$ cat src/rtl/hex_entry_pkg.sv
// Shared constants for the hex entry block: button indices and edit FSM encoding.
package hex_entry_pkg;

    localparam int BTN_UP    = 0;
    localparam int BTN_DOWN  = 1;
    localparam int BTN_LEFT  = 2;
    localparam int BTN_RIGHT = 3;
    localparam int BTN_ENTER = 4;
    localparam int NUM_BTN   = 5;

    typedef enum logic {
        EDIT = 1'b0,
        WAIT = 1'b1
    } state_e;

endpackage

$ cat src/rtl/hex_entry_button_conditioner.sv
// One raw pushbutton -> synchronised, debounced, single-cycle press pulse,
// with optional auto-repeat while the button stays held.
module button_conditioner #(
    parameter int DEBOUNCE_BITS = 16,
    parameter int REPEAT_BITS   = 22,
    parameter bit REPEAT_EN     = 1'b0
) (
    input  logic i_clk,
    input  logic i_rst_n,
    input  logic i_btn,
    output logic o_press
);

    logic                     r_sync1;
    logic                     r_sync2;
    logic                     r_stable;
    logic                     r_stable_d;
    logic                     r_press;
    logic [DEBOUNCE_BITS-1:0] r_db_cnt;
    logic [REPEAT_BITS-1:0]   r_rep_cnt;
    logic                     w_rise;
    logic                     w_wrap;

    assign w_rise  = r_stable & ~r_stable_d;
    // Repeat counter only advances after the initial press, so the first
    // repeat lands a full counter period after it.
    assign w_wrap  = REPEAT_EN && r_stable && !w_rise && (&r_rep_cnt);
    assign o_press = r_press;

    always_ff @(posedge i_clk or negedge i_rst_n) begin
        if (!i_rst_n) begin
            r_sync1    <= 1'b0;
            r_sync2    <= 1'b0;
            r_stable   <= 1'b0;
            r_stable_d <= 1'b0;
            r_press    <= 1'b0;
            r_db_cnt   <= '0;
            r_rep_cnt  <= '0;
        end else begin
            r_sync1    <= i_btn;
            r_sync2    <= r_sync1;
            r_stable_d <= r_stable;

            if (r_sync2 == r_stable) begin
                r_db_cnt <= '0;
            end else if (&r_db_cnt) begin
                r_stable <= r_sync2;
                r_db_cnt <= '0;
            end else begin
                r_db_cnt <= r_db_cnt + DEBOUNCE_BITS'(1);
            end

            if (!REPEAT_EN || !r_stable || w_rise) begin
                r_rep_cnt <= '0;
            end else begin
                r_rep_cnt <= r_rep_cnt + REPEAT_BITS'(1);
            end

            r_press <= w_rise | w_wrap;
        end
    end

endmodule

$ cat src/rtl/hex_entry.sv
// Pushbutton-driven 4-digit hex editor with cursor and a valid/ready commit
// port; the live word feeds the display driver directly.
module hex_entry
    import hex_entry_pkg::*;
#(
    parameter int  DIGITS        = 4,
    parameter int  DEBOUNCE_BITS = 16,
    parameter int  REPEAT_BITS   = 22,
    localparam int CW            = (DIGITS > 1) ? $clog2(DIGITS) : 1
) (
    input  logic                  i_clk,
    input  logic                  i_rst_n,
    input  logic [NUM_BTN-1:0]    i_btn,
    output logic [4*DIGITS-1:0]   o_values,
    output logic [CW-1:0]         o_cursor,
    output logic                  o_commit_valid,
    output logic [4*DIGITS-1:0]   o_commit_data,
    input  logic                  i_commit_ready
);

    // state | meaning
    // EDIT  | no commit outstanding; enter captures values and raises valid
    // WAIT  | commit held until accepted; edits still apply, enter ignored

    logic [NUM_BTN-1:0]  w_press;
    logic [3:0]          w_digit;
    state_e              r_state;
    logic [4*DIGITS-1:0] r_values;
    logic [CW-1:0]       r_cursor;
    logic                r_commit_valid;
    logic [4*DIGITS-1:0] r_commit_data;

    for (genvar g = 0; g < NUM_BTN; g++) begin : g_btn
        button_conditioner #(
            .DEBOUNCE_BITS (DEBOUNCE_BITS),
            .REPEAT_BITS   (REPEAT_BITS),
            .REPEAT_EN     ((g == BTN_UP) || (g == BTN_DOWN))
        ) u_cond (
            .i_clk   (i_clk),
            .i_rst_n (i_rst_n),
            .i_btn   (i_btn[g]),
            .o_press (w_press[g])
        );
    end

    assign w_digit        = r_values[{r_cursor, 2'b00} +: 4];
    assign o_values       = r_values;
    assign o_cursor       = r_cursor;
    assign o_commit_valid = r_commit_valid;
    assign o_commit_data  = r_commit_data;

    always_ff @(posedge i_clk or negedge i_rst_n) begin
        if (!i_rst_n) begin
            r_state        <= EDIT;
            r_values       <= '0;
            r_cursor       <= '0;
            r_commit_valid <= 1'b0;
            r_commit_data  <= '0;
        end else begin
            case (r_state)
                EDIT: begin
                    if (w_press[BTN_ENTER]) begin
                        r_commit_data  <= r_values;
                        r_commit_valid <= 1'b1;
                        r_state        <= WAIT;
                    end
                end
                WAIT: begin
                    if (r_commit_valid && i_commit_ready) begin
                        r_commit_valid <= 1'b0;
                        r_state        <= EDIT;
                    end
                end
            endcase

            // Enter wins the cycle even in WAIT, where it is then dropped.
            if (!w_press[BTN_ENTER]) begin
                if (w_press[BTN_UP]) begin
                    r_values[{r_cursor, 2'b00} +: 4] <= w_digit + 4'd1;
                end else if (w_press[BTN_DOWN]) begin
                    r_values[{r_cursor, 2'b00} +: 4] <= w_digit - 4'd1;
                end else if (w_press[BTN_LEFT]) begin
                    r_cursor <= (r_cursor == CW'(DIGITS - 1)) ? '0 : r_cursor + CW'(1);
                end else if (w_press[BTN_RIGHT]) begin
                    r_cursor <= (r_cursor == '0) ? CW'(DIGITS - 1) : r_cursor - CW'(1);
                end
            end
        end
    end

endmodule

$ cat config.mk
export PLATFORM = sky130hd
export DESIGN_NAME = hex_entry
export DESIGN_NICKNAME = d
export VERILOG_FILES = /design/src/rtl/hex_entry_pkg.sv /design/src/rtl/hex_entry_button_conditioner.sv /design/src/rtl/hex_entry.sv
export SDC_FILE = /design/constraint.sdc
export NUM_CORES = 1
export LEC_CHECK = 0
export ABC_CLOCK_PERIOD_IN_PS = 2700
export CORE_UTILIZATION = 50
export DETAILED_ROUTE_END_ITERATION = 7
export DONT_BUFFER_PORTS = 1
export GPL_TIMING_DRIVEN = 0
export HOLD_SLACK_MARGIN = 0.15
export PLACE_DENSITY = 0.74
export SETUP_SLACK_MARGIN = 0.5
export SYNTH_ARGS = -nofsm -noshare
export SYNTH_HDL_FRONTEND = slang
export SYNTH_SLANG_ARGS = --single-unit
$ cat constraint.sdc
create_clock -name i_clk -period 2.7 [get_ports i_clk]
set_input_delay 0.54 -clock i_clk [delete_from_list [all_inputs] [get_ports i_clk]]
set_output_delay 0.54 -clock i_clk [all_outputs]
set_load 0.02 [all_outputs]
==> results of run 1 <==
registers in the layout (all words and copies together) (netlist names), named ones only:
register and flops:
g_btn.u_cond.r_db_cnt 80, g_btn.u_cond.r_rep_cnt 44, o_commit_data 16, o_values 12
g_btn.u_cond.o_press 5, g_btn.u_cond.r_stable 5, g_btn.u_cond.r_stable_d 5, g_btn.u_cond.r_sync1 5
g_btn.u_cond.r_sync2 5, o_cursor 2, o_commit_valid 1, r_state 1
logic make-up (layout without fill, tap and decap cells):
logic type	count (synthesis)	after routing	share of synthesized area [%]
buf+inv	53	93	2.38
fa+ha+maj	13	13	1.92
compound gates	89	89	6.67
simple gates	352	352	21.3
flops	185	185	54.6
xor+xnor	89	89	9.19
mux	26	26	3.97
worst max-delay path: stages, from the launching register on:
cell	delay (ns)
dfrtp_2	0.48
buf_8	0.16
mux4_2	0.58
inv_1	0.09
ha_1	0.23
xor2_1	0.37
o31ai_1	0.14
power by group:
part / switching [mW] / total, mW / internal, mW
Combinational: 0.0484 / 0.0856 / 0.0371
Sequential: 0.0440 / 2.85 / 2.81
Clock: 1.06 / 2.36 / 1.30
Total: 1.15 / 5.29 / 4.14
area by class of cell:
class | instances | area share (%)
Inverter | 28 | 1.11
Sequential cell | 185 | 49.0
Timing Repair Buffer | 9 | 0.848
Clock inverter | 13 | 1.27
Buffer | 25 | 1.18
Clock buffer | 18 | 4.65
Tap cell | 220 | 2.92
Multi-Input combinational cell | 569 | 39.0
stage by stage:
stage | std cells | hold slack, ns | cell area [um^2] | utilization, % | setup WS, ns
after CTS | 1064 | -0.219 | 9380 | 56.6 | 0.500
final | 1067 | -0.199 | 9440 | 56.9 | 0.525
after detailed placement | 1027 | 0.248 | 8760 | 52.8 | 0.262
after global routing | 1067 | -0.227 | 9440 | 56.9 | 0.407
after floorplan | 807 | 0.244 | 8480 | - | 0.501
after global placement | 1027 | 0.247 | 8760 | 52.8 | 0.281
final timing paths:
kind / from / endpoint / slack [ns]
worst max-delay path: o_cursor[0] / o_values[9] / 0.53
worst min-delay path: i_rst_n / o_commit_data[8] / -0.20
worst max register to register: o_cursor[0] / o_values[9] / 0.53
worst min register to register: g_btn[2].u_cond.r_sync1 / g_btn[2].u_cond.r_sync2 / 0.35
max in group asynchronous: i_rst_n / g_btn[4].u_cond.r_db_cnt[11] / 2.64
min in group i_clk: i_commit_ready / r_state / 0.22
layout by cell type (no fill, tap or decap), types with 4 or more instances in the layout:
| cell | instances |
|---|---|
| clkbuf_2 | 4 |
| dlygate4sd3_1 | 5 |
| inv_1 | 28 |
| and4_1 | 12 |
| or3_1 | 15 |
| clkbuf_1 | 19 |
| buf_4 | 4 |
| or2_1 | 4 |
| clkbuf_16 | 17 |
| nor3_1 | 16 |
| dfrtp_1 | 184 |
| nand3_1 | 44 |
| o21ai_0 | 15 |
| nand2_1 | 61 |
| a21oi_1 | 29 |
| and3_1 | 19 |
| nand4_1 | 34 |
| o31ai_1 | 22 |
| a31o_2 | 4 |
| ha_1 | 12 |
| nor4_1 | 11 |
| clkinvlp_4 | 5 |
| xor2_1 | 44 |
| nor2_1 | 102 |
| mux4_2 | 4 |
| o41ai_1 | 4 |
| mux2_2 | 20 |
| or4_1 | 19 |
| xnor2_1 | 44 |
| o21ai_1 | 4 |
per-layer routing:
layer	part of all wire, %	track usage, %
met1	47	24.7
met2	48	30.0
met3	3.1	3.84
met4	1.5	7.09
met5	0	0
repair_timing:
item / 4_1_cts / 5_1_grt
hold endpoints to repair: 190 / 185
resized for setup: 3 / 18
setup buffers: 1 / 3
setup endpoints to repair: 13 / 61
pin swaps: 3 / 4
==> results.toml, run 1 <==
[status]
status = "complete, but fails checks"
failed_checks = "hold timing"

[synth]
ys_types = 43
synth_flop_cell = "dfrtp_1"
syn_nets = 828
synthTopCellsByCount = "185 x dfrtp_1, 102 x nor2_1, 61 x nand2_1"
synth_top_area_share_pct = 54.6
ys_ff_latch = 185
synth_top_cell_by_area = "dfrtp_1"
syn_area_per_cell_um2 = 10.5
yosys-top-cells-area = "dfrtp_1 55%, xor2_1 4.6%, xnor2_1 4.5%"
yosys_warnings = 0
synth_area_mm2 = 0.00848
netlist_instances = 807
ys_seq_area_share_pct = 54.6
synth-edff-count = 0
yosysMostFrequentCell = "dfrtp_1"
ys_async_sr_fraction_pct = 100

[critical_path]
critical_path_arrival_ns = 2.48
r2r_cells = 6
cp.required_ns = 3.00
cp_max_fo = 7
startpoint_type = "flop"
worst-setup-path-type = "flop to flop"
cp-end-kind = "flop"

[layout]
drive_above_1_share_pct = 9.68
num-fill-cells = 1403
syn2layout_area_growth_pct = 11.3
insertedDiodeCount = 0
finalNetCount = 856
register_area_mm2 = 0.00463
multi_input_area_mm2 = 0.00368

[global_routing]
gr-total-overflow = 0
grt_usage_pct = 18.5
grt_pass1_vias = 5658
grt_max_degree = 186
grt_pass1_wl_um = 26400
antenna_found_initial = 0

[clocking]
insertion_delay_ns = 0.43
ctsHoldBuffers = 5
htree_levels = 4
numCtsBuffers = 17
tritoncts = "yes"
root_buffer = "clkbuf_16"
clock_path_buffers = 2
cts.clk_slew.worst_paths_ns = 0.07
cts_sinks = 185

[routing]
dr_total_vias = 5851
drt_wl_total_um = 14900
wl_per_cell_um = 13.9
drc_errors = 0
ant_nets = 0
drt_iter0_markers = 362
routed_via_density = 5.48
firstDrtPassIters = 4

[sta]
final_max_slew_viol_count = 0
setup_viol = 0
period_share_pct = 80.5
holdWs_ns = -0.199
worst_pin_slew_ns = 0.743
period_needed_ns = 2.17
rsz0062_at_grt = "true"
fin_setup_tns_ns = 0
fmax_mhz = 460
slew_headroom_pct = 50.0
skew_ns = 0.00851
finalHoldViolCount = 185

[die]
dieArea_mm2 = 0.0175
die_h_um = 132
pin_count = 43
rows = 47
core_area_mm2 = 0.0166
initial_core_util_pct = 51.1
dieWidth_um = 132

[placed_design]
place.gp.congestion = 0.785
numPortBuffers = 0
dpl.hpwl_um = 9680

[pwr]
power_density_mw_per_mm2 = 560
total_power_mw = 5.29
leakagePower_nw = 3.94
peakVddDrop_mv = 0.455

[worst_hold_path]
hp-class = "primary input to async pin"

[flow_run]
drv_cap = 0
No activity file was read; power rests on OpenSTA's default activity.
==> inputs of run 2 (changes only) <==
--- a/config.mk
+++ b/config.mk
@@ -5,7 +5,7 @@
 export SDC_FILE = /design/constraint.sdc
 export NUM_CORES = 1
 export LEC_CHECK = 0
-export ABC_CLOCK_PERIOD_IN_PS = 2700
+export ABC_CLOCK_PERIOD_IN_PS = 2200
 export CORE_UTILIZATION = 50
 export DETAILED_ROUTE_END_ITERATION = 7
 export DONT_BUFFER_PORTS = 1
==> constraint.sdc (replaced) <==
create_clock -name i_clk -period 2.2 [get_ports i_clk]
set_input_delay 0.44 -clock i_clk [delete_from_list [all_inputs] [get_ports i_clk]]
set_output_delay 0.44 -clock i_clk [all_outputs]
set_load 0.02 [all_outputs]
==> results.toml, run 2 (same netlist as run 1, synthesis figures left out) <==
[status]
status = "complete, but fails checks"
failed_checks = "hold timing"

[clocking]
cts_sinks = 185
clock_path_buffers = 2
cts.clk_slew.worst_paths_ns = 0.07
tritoncts = "yes"
insertion_delay_ns = 0.43
htree_levels = 4
root_buffer = "clkbuf_16"
ctsHoldBuffers = 6
numCtsBuffers = 17

[sta]
period_needed_ns = 2.14
slew_headroom_pct = 56.9
holdWs_ns = -0.297
finalHoldViolCount = 185
setup_viol = 0
fmax_mhz = 467
worst_pin_slew_ns = 0.647
skew_ns = 0.00950
period_share_pct = 97.4
final_max_slew_viol_count = 0
rsz0062_at_grt = "true"

[layout]
design_area_mm2 = 0.0105
fin_util_pct = 63.4
drive_above_1_share_pct = 26.4
final_cell_mix = "173 x dfrtp_1, 102 x nor2_1, 66 x buf_4"
layout_commonest_cell = "dfrtp_1"
finalNetCount = 921
stdcell_count = 1133
top_register = "g_btn.u_cond.r_db_cnt"
insertedDiodeCount = 0
largest_reg_flops = 80
syn2layout_area_growth_pct = 24.0

[worst_hold_path]
hp-class = "primary input to async pin"

[placed_design]
dpl.hpwl_um = 10200
numPortBuffers = 0
dp.cells = 1027
dpl_cell_area_mm2 = 0.00885
place.gp.congestion = 0.803

[routing]
drt_iter0_markers = 397
drt_wl_total_um = 17400
dr_total_vias = 6281
drc_errors = 0
routed_via_density = 5.54
ant_nets = 0
firstDrtPassIters = 6
wl_per_cell_um = 15.4

[critical_path]
r2r_cells = 6
slowest_stage = "mux4_2"
cp-end-kind = "flop"
reg2reg_to = "o_values[5]"
critical_path.reg2reg.startpoint = "o_cursor[0]"
startpoint_type = "flop"
cp.required_ns = 2.53
crit_chain = "buf_6 -> mux4_2 -> inv_2 -> ha_4 -> xor2_4 -> o41ai_2"
cp_max_fo = 6
rrSetupSlack_ns = 0.06
cpPeakStageDelay_ns = 0.59
worst-setup-path-type = "flop to flop"
critical_path_arrival_ns = 2.47

[die]
die_h_um = 132
rows = 47
pin_count = 43
core_area_mm2 = 0.0166
initial_core_util_pct = 51.1
dieArea_mm2 = 0.0175
dieWidth_um = 132

[flow_run]
drv_cap = 0

[global_routing]
gr-total-overflow = 0
grt_max_degree = 186
grt_pass1_vias = 6267
grt_usage_pct = 20.4
antenna_found_initial = 0
grt_pass1_wl_um = 29100

[pwr]
power_density_mw_per_mm2 = 603
total_power_mw = 6.34
leakagePower_nw = 4.49
peakVddDrop_mv = 0.732
run 2: changes by cell type in the layout (fill, tap and decap cells not counted), moves of 9 or more:
cell / before / now
a21oi_1: 29 / 14
a21oi_2: 0 / 15
buf_4: 4 / 66
clkbuf_1: 19 / 10
dfrtp_1: 184 / 173
dfrtp_2: 1 / 12
or4_1: 19 / 7
or4_4: 0 / 12
run 2: report_power, final:
part	internal (mW)	leakage, nW	switching [mW]
combinational	0.0666	1.71	0.0695
sequential	3.45	2.53	0.0519
clock	1.47	0.248	1.24
run 2: cell type report:
| cell class | count | area [um^2] |
|---|---|---|
| Fill cell | 1305 | 6070 |
| Sequential cell | 185 | 4640 |
| Tap cell | 220 | 275 |
| Timing Repair Buffer | 74 | 599 |
| Clock buffer | 24 | 462 |
| Multi-Input combinational cell | 569 | 4180 |
| Buffer | 25 | 193 |
| Clock inverter | 8 | 48.8 |
| Inverter | 28 | 113 |
run 2: critical path: cells and delay by family (launching register included):
kind                       cells  cell delay [ns]
AOI/OAI and AO/OA              1             0.30
xor gates and xnor gates       1             0.20
adders and majority gates      1             0.21
buffers and inverters          2             0.27
DFF                            1             0.47
muxes                          1             0.59
run 2: timing repair:
item	4_1_cts	5_1_grt
setup buffers	43	23
gates cloned	2	0
setup endpoints to repair	102	98
endpoints found under the hold margin	192	185
gates resized for setup	64	85
pin swaps	33	24
run 2: worst max path at each step:
stage           startpoint           to  depth (start not counted)
6_report       o_cursor[0]  o_values[5]                          6
5_1_grt        o_cursor[0]  o_values[5]                          6
4_1_cts        o_cursor[0]  o_values[5]                          6
3_5_place_dp   o_cursor[0]  o_values[6]                          6
3_3_place_gp   o_cursor[0]  o_values[5]                          6
2_1_floorplan  o_cursor[0]  o_values[5]                          6
run 2: per-stage QoR:
step                setup TNS, ns  setup WS [ns]
finish                          0         0.0571
global route              -0.0226        -0.0226
CTS                             0         0.0472
detailed placement         -0.447         -0.101
global placement           -0.165        -0.0427
floorplan                       0          0.182
run 2: routing by layer:
layer  vias to the layer above  GRT usage (%)  wire (um)
met4                         0           4.98        142
met2                        91           34.3       9130
li1                       3027              -          -
met1                      3149           26.4       7620
met5                         -              0          0
met3                        14           5.31        520
